[config.mk]
export PLATFORM = sky130hd
export DESIGN_NAME = fetch_unit_flat
export DESIGN_NICKNAME = d
export VERILOG_FILES = /design/src/rtl/fetch_unit_if.sv /design/src/rtl/fetch_unit.sv /design/src/flat_wrapper.sv
export SDC_FILE = /design/constraint.sdc
export NUM_CORES = 1
export LEC_CHECK = 0
export ABC_AREA = 1
export CORE_ASPECT_RATIO = 1.5
export CORE_MARGIN = 10
export CORE_UTILIZATION = 43
export CTS_BUF_LIST = sky130_fd_sc_hd__clkbuf_4
export DETAILED_ROUTE_END_ITERATION = 10
export PLACE_DENSITY = 0.79
export SLEW_MARGIN = 0
export SYNTH_ARGS = -nofsm -noshare
export SYNTH_HDL_FRONTEND = slang
export SYNTH_SLANG_ARGS = --single-unit
export TNS_END_PERCENT = 30
[constraint.sdc]
create_clock -name CLK -period 3.1 [get_ports CLK]
set_input_delay 0.465 -clock CLK [delete_from_list [all_inputs] [get_ports CLK]]
set_output_delay 0.465 -clock CLK [all_outputs]
set_load 0.005 [all_outputs]
[src/rtl/fetch_unit_if.sv]
// fetch_unit_if: fetch-stage bus between the PC sequencer, instruction memory, hazard unit and IF/ID.
interface fetch_unit_if;
  logic        StallF, JumpD, BranchTakenD, IMReady;
  logic [31:0] JumpTargetD, BranchTargetD, IMRD;
  logic [31:0] PCF, InstrF, PCp1F;
  logic        IMReq, StallD, CLRD;
  modport master (
    input  StallF, JumpD, JumpTargetD, BranchTakenD, BranchTargetD, IMReady, IMRD,
    output PCF, IMReq, InstrF, PCp1F, StallD, CLRD
  );
  modport slave (
    output StallF, JumpD, JumpTargetD, BranchTakenD, BranchTargetD, IMReady, IMRD,
    input  PCF, IMReq, InstrF, PCp1F, StallD, CLRD
  );
endinterface

[src/rtl/fetch_unit.sv]
// fetch_unit: word-addressed PC sequencer with a one-entry hold buffer and decode-stage redirect.
module fetch_unit #(
  parameter logic [31:0] RESET_PC = 32'h00000000
) (
  input logic         CLK,
  input logic         CLR,
  fetch_unit_if.master f
);
  typedef enum logic {FETCH, HOLD} state_t;
  state_t      state, state_n;
  logic [31:0] pc, pc_n, pcp1, hold_instr, hold_instr_n, hold_pcp1, hold_pcp1_n;
  logic        held, redirect, deliver, capture;
  assign pcp1     = pc + 32'd1;
  assign held     = state == HOLD;
  assign redirect = f.JumpD | f.BranchTakenD;
  assign deliver  = !redirect && !f.StallF && (held || f.IMReady);
  assign capture  = !redirect && !held && f.IMReady && f.StallF;
  always_ff @(posedge CLK or posedge CLR) begin
    if (CLR) begin
      state      <= FETCH;
      pc         <= RESET_PC;
      hold_instr <= '0;
      hold_pcp1  <= '0;
    end else begin
      state      <= state_n;
      pc         <= pc_n;
      hold_instr <= hold_instr_n;
      hold_pcp1  <= hold_pcp1_n;
    end
  end
  always_comb begin
    state_n      = (capture || (held && !redirect && f.StallF)) ? HOLD : FETCH;
    pc_n         = redirect ? (f.JumpD ? f.JumpTargetD : f.BranchTargetD) : deliver ? pcp1 : pc;
    hold_instr_n = redirect ? '0 : capture ? f.IMRD : hold_instr;
    hold_pcp1_n  = redirect ? '0 : capture ? pcp1 : hold_pcp1;
  end
  // Reset overrides the delivery/flush strobes so IF/ID only ever sees a bubble during CLR.
  always_comb begin
    f.PCF    = pc;
    f.IMReq  = !held;
    f.InstrF = held ? hold_instr : f.IMRD;
    f.PCp1F  = held ? hold_pcp1 : pcp1;
    f.StallD = CLR || !deliver;
    f.CLRD   = redirect && !CLR;
  end
endmodule

[src/flat_wrapper.sv]
// flat-port wrapper written by rule: the top's interface ports become plain ports
module fetch_unit_flat 
#(
  parameter logic [31:0] RESET_PC = 32'h00000000
)
  (CLK, CLR, f_StallF, f_JumpD, f_JumpTargetD, f_BranchTakenD, f_BranchTargetD, f_IMReady, f_IMRD, f_PCF, f_IMReq, f_InstrF, f_PCp1F, f_StallD, f_CLRD);
  fetch_unit_if f_i ();
  input logic CLK;
  input logic CLR;
  input wire logic [$bits(f_i.StallF)-1:0] f_StallF;
  input wire logic [$bits(f_i.JumpD)-1:0] f_JumpD;
  input wire logic [$bits(f_i.JumpTargetD)-1:0] f_JumpTargetD;
  input wire logic [$bits(f_i.BranchTakenD)-1:0] f_BranchTakenD;
  input wire logic [$bits(f_i.BranchTargetD)-1:0] f_BranchTargetD;
  input wire logic [$bits(f_i.IMReady)-1:0] f_IMReady;
  input wire logic [$bits(f_i.IMRD)-1:0] f_IMRD;
  output wire logic [$bits(f_i.PCF)-1:0] f_PCF;
  output wire logic [$bits(f_i.IMReq)-1:0] f_IMReq;
  output wire logic [$bits(f_i.InstrF)-1:0] f_InstrF;
  output wire logic [$bits(f_i.PCp1F)-1:0] f_PCp1F;
  output wire logic [$bits(f_i.StallD)-1:0] f_StallD;
  output wire logic [$bits(f_i.CLRD)-1:0] f_CLRD;
  assign f_i.StallF = f_StallF;
  assign f_i.JumpD = f_JumpD;
  assign f_i.JumpTargetD = f_JumpTargetD;
  assign f_i.BranchTakenD = f_BranchTakenD;
  assign f_i.BranchTargetD = f_BranchTargetD;
  assign f_i.IMReady = f_IMReady;
  assign f_i.IMRD = f_IMRD;
  assign f_PCF = f_i.PCF;
  assign f_IMReq = f_i.IMReq;
  assign f_InstrF = f_i.InstrF;
  assign f_PCp1F = f_i.PCp1F;
  assign f_StallD = f_i.StallD;
  assign f_CLRD = f_i.CLRD;
  fetch_unit #(.RESET_PC(RESET_PC)) u_core (.CLK(CLK), .CLR(CLR), .f(f_i));
endmodule
==> metrics.csv <==
metric,value,unit
status,finished clean,
layout cell share with drive strength beyond 1,7.34,%
global-route wire length before repair,32.5,mm
worst skew pair latency,470,ps
routed length per instance,16.7,microns
met2 wire length,10.4,mm
CTS buffer count,9,
placed cell area,8090,sq um
Yosys cell types,31,
I/O pin cnt,201,
row count,52,
grt ovf,0,
Die Y,164,microns
peak supply drop,234,uV
Cell Pwr Density,391,nW/um^2
Mapped Area,5940,sq um
CTS root buffer,clkbuf_4,
Critical Path AT,2520,ps
Initial Util,43.9,%
hpwl dp,15.4,mm
CTS tree,built,
number of global-route vias before repair,6300,
maximum level of the CTS H-tree,3,
M1 WL,7.67,mm
RSZ-0062 raised after global routing,true,
"wirelength, routed",20.5,mm
Final Setup Violations,0,
Core Area,13500,sq um
Setup WS pre-CTS,508,ps
"commonest non-fill, non-tap cells in the layout","nand2_1, clkdlybuf4s50_1, nor2_1",
Max Cap Viol,0,
Port Buffer Count,200,
top sig layer,met4,
DRC errors left,0,
Clock Path Buffers,2,
drt first pass iters,5,
post-route clock period utilization,96.3,%
post-route cell area,8310,sq um
area of the multi-input gates,3100,sq um
Clock transition at path regs,140,ps
Seq. cell area,2440,sq um
fillers,1259,
die area,19000,sq um
mean post-synth cell area,6.79,sq um
slew margin rel.,43.7,%
Die Width,116,microns
initial antenna violation count,1,
minimum clock period,2990,ps
Synth Net Count,978,
crit path kind,reg -> out,
Final Skew,23.3,ps
Synth async-reset ratio,100,%
crit path launch type,register,
Nets,1161,
sequential share of the synthesized area,40.9,%
Post-synth top flop,dfrtp_1,
worst setup margin,114,ps
WP data required,2630,ps
Tot Pwr,3.25,mW
Fin Setup TNS,0,ps
Worst setup EP type,primary output,
"Hold-fix buffers, CTS",0,
Total GRT Usage,21.6,%
fmax,0.335,GHz
largest net degree at the start of global routing,87,
"Hold Vio Cnt, Final",0,
number of synthesized register bits,97,
P_leak,3.79,nW
Area Growth Syn to Fin,39.9,%
Critical Path Fanout Max,5,
CTS sink cnt,97,
Post-synth EDFFs,0,
routability cong.,0.925,
Final ANT Viol Nets,0,
vias post-DR,6213,
via/cell ratio,5.07,
Ys Warns,0,
drt initial violations,369,
max-slew violation count,0,
synthesized instance count,875,
worst hold path class,reg -> reg,
Worst-Margin Slew,845,ps
Met3 Wirelength,2.03,mm
"leading cell type in the layout, fill and taps excluded",nand2_1,
==> metal layers <==
metal | vias up | track usage [%]
li1 | 3141 | -
met1 | 2837 | 22.9
met2 | 213 | 38.2
met3 | 22 | 7.78
met4 | 0 | 7.76
met5 | - | 0
==> where the power goes <==
group	internal, mW	total (mW)	switching [mW]
registers	1.36	1.47	0.112
clock network	0.320	0.755	0.435
logic	0.530	1.02	0.493
==> timing repair <==
item,in CTS,in global routing
buffers inserted,1,2
endpoints found under the setup margin,1,18
cloned,0,0
resized for setup,0,15
endpoints found under the hold margin,0,0
pin swaps,0,7
==> state kept, by name, indices dropped and copies added, names as in the netlist <==
register	flops
u_core.f.PCF	32
u_core.hold_pcp1	32
u_core.hold_instr	32
u_core.held	1
==> metrics by stage <==
stage | util (%) | hold WS, ps | instances
finish | 61.4 | 501 | 1226
CTS | 61.0 | 507 | 1223
floorplan | - | 453 | 875
global route | 61.4 | 519 | 1226
global placement | 59.8 | 465 | 1206
detailed placement | 59.8 | 473 | 1206
==> synthesized netlist by cell type (4+ instances only) <==
cell      instances  area share, %
nand2_1         274             17
nor2_1          160             10
dfrtp_1          97             41
o21ai_0          82            6.9
inv_1            58            3.7
a21oi_1          47            4.0
clkbuf_1         22            1.4
o21ai_1          21            1.8
buf_2            20            1.7
a31oi_1          16            1.7
nand3_1          14            1.2
xor2_1            9            1.3
nand3b_1          7           0.88
nor2_4            7            1.3
inv_2             5           0.32
nor2_2            5           0.53
a22oi_1           4           0.51
==> cell type report <==
class	count	area share, %
antenna	1	0.0301
clock buffer	9	0.813
clock inverter	7	1.02
inverter	63	2.89
multi-input combinational	669	37.3
sequential	97	29.3
tap	162	2.44
timing repair buffer	218	26.2
==> critical path, stage by stage, from the launching register on <==
cell and delay, ps:
dfrtp_1 430, ha_2 220, nand2_2 70, nor2_4 190
nand2_4 80, nor2_4 180, nand3_1 140, a31oi_1 210
clkdlybuf4s50_1 540
==> final timing paths <==
kind,start,endpoint,slack [ps],depth (start not counted)
worst max-delay path,u_core.f.PCF[1],f_PCp1F[30],110,8
worst min-delay path,u_core.hold_instr[8],u_core.hold_instr[8],500,2
worst max register to register,u_core.held,u_core.f.PCF[0],1040,6
worst min register to register,u_core.hold_instr[8],u_core.hold_instr[8],500,2
max in group asynchronous,CLR,u_core.held,1390,4
min in group asynchronous,CLR,u_core.hold_pcp1[13],670,3
==> cell families (layout without fill, tap and decap cells) <==
group,count (synthesis),in the layout,share of synthesized area [%]
simple gates,476,476,33.0
compound gates,178,178,16.0
buf+inv,109,297,7.50
flops,97,97,40.9
xor+xnor,14,14,2.44
fa+ha+maj,1,1,0.211
other cells,0,1,0
(Power assumes the default switching activity.)
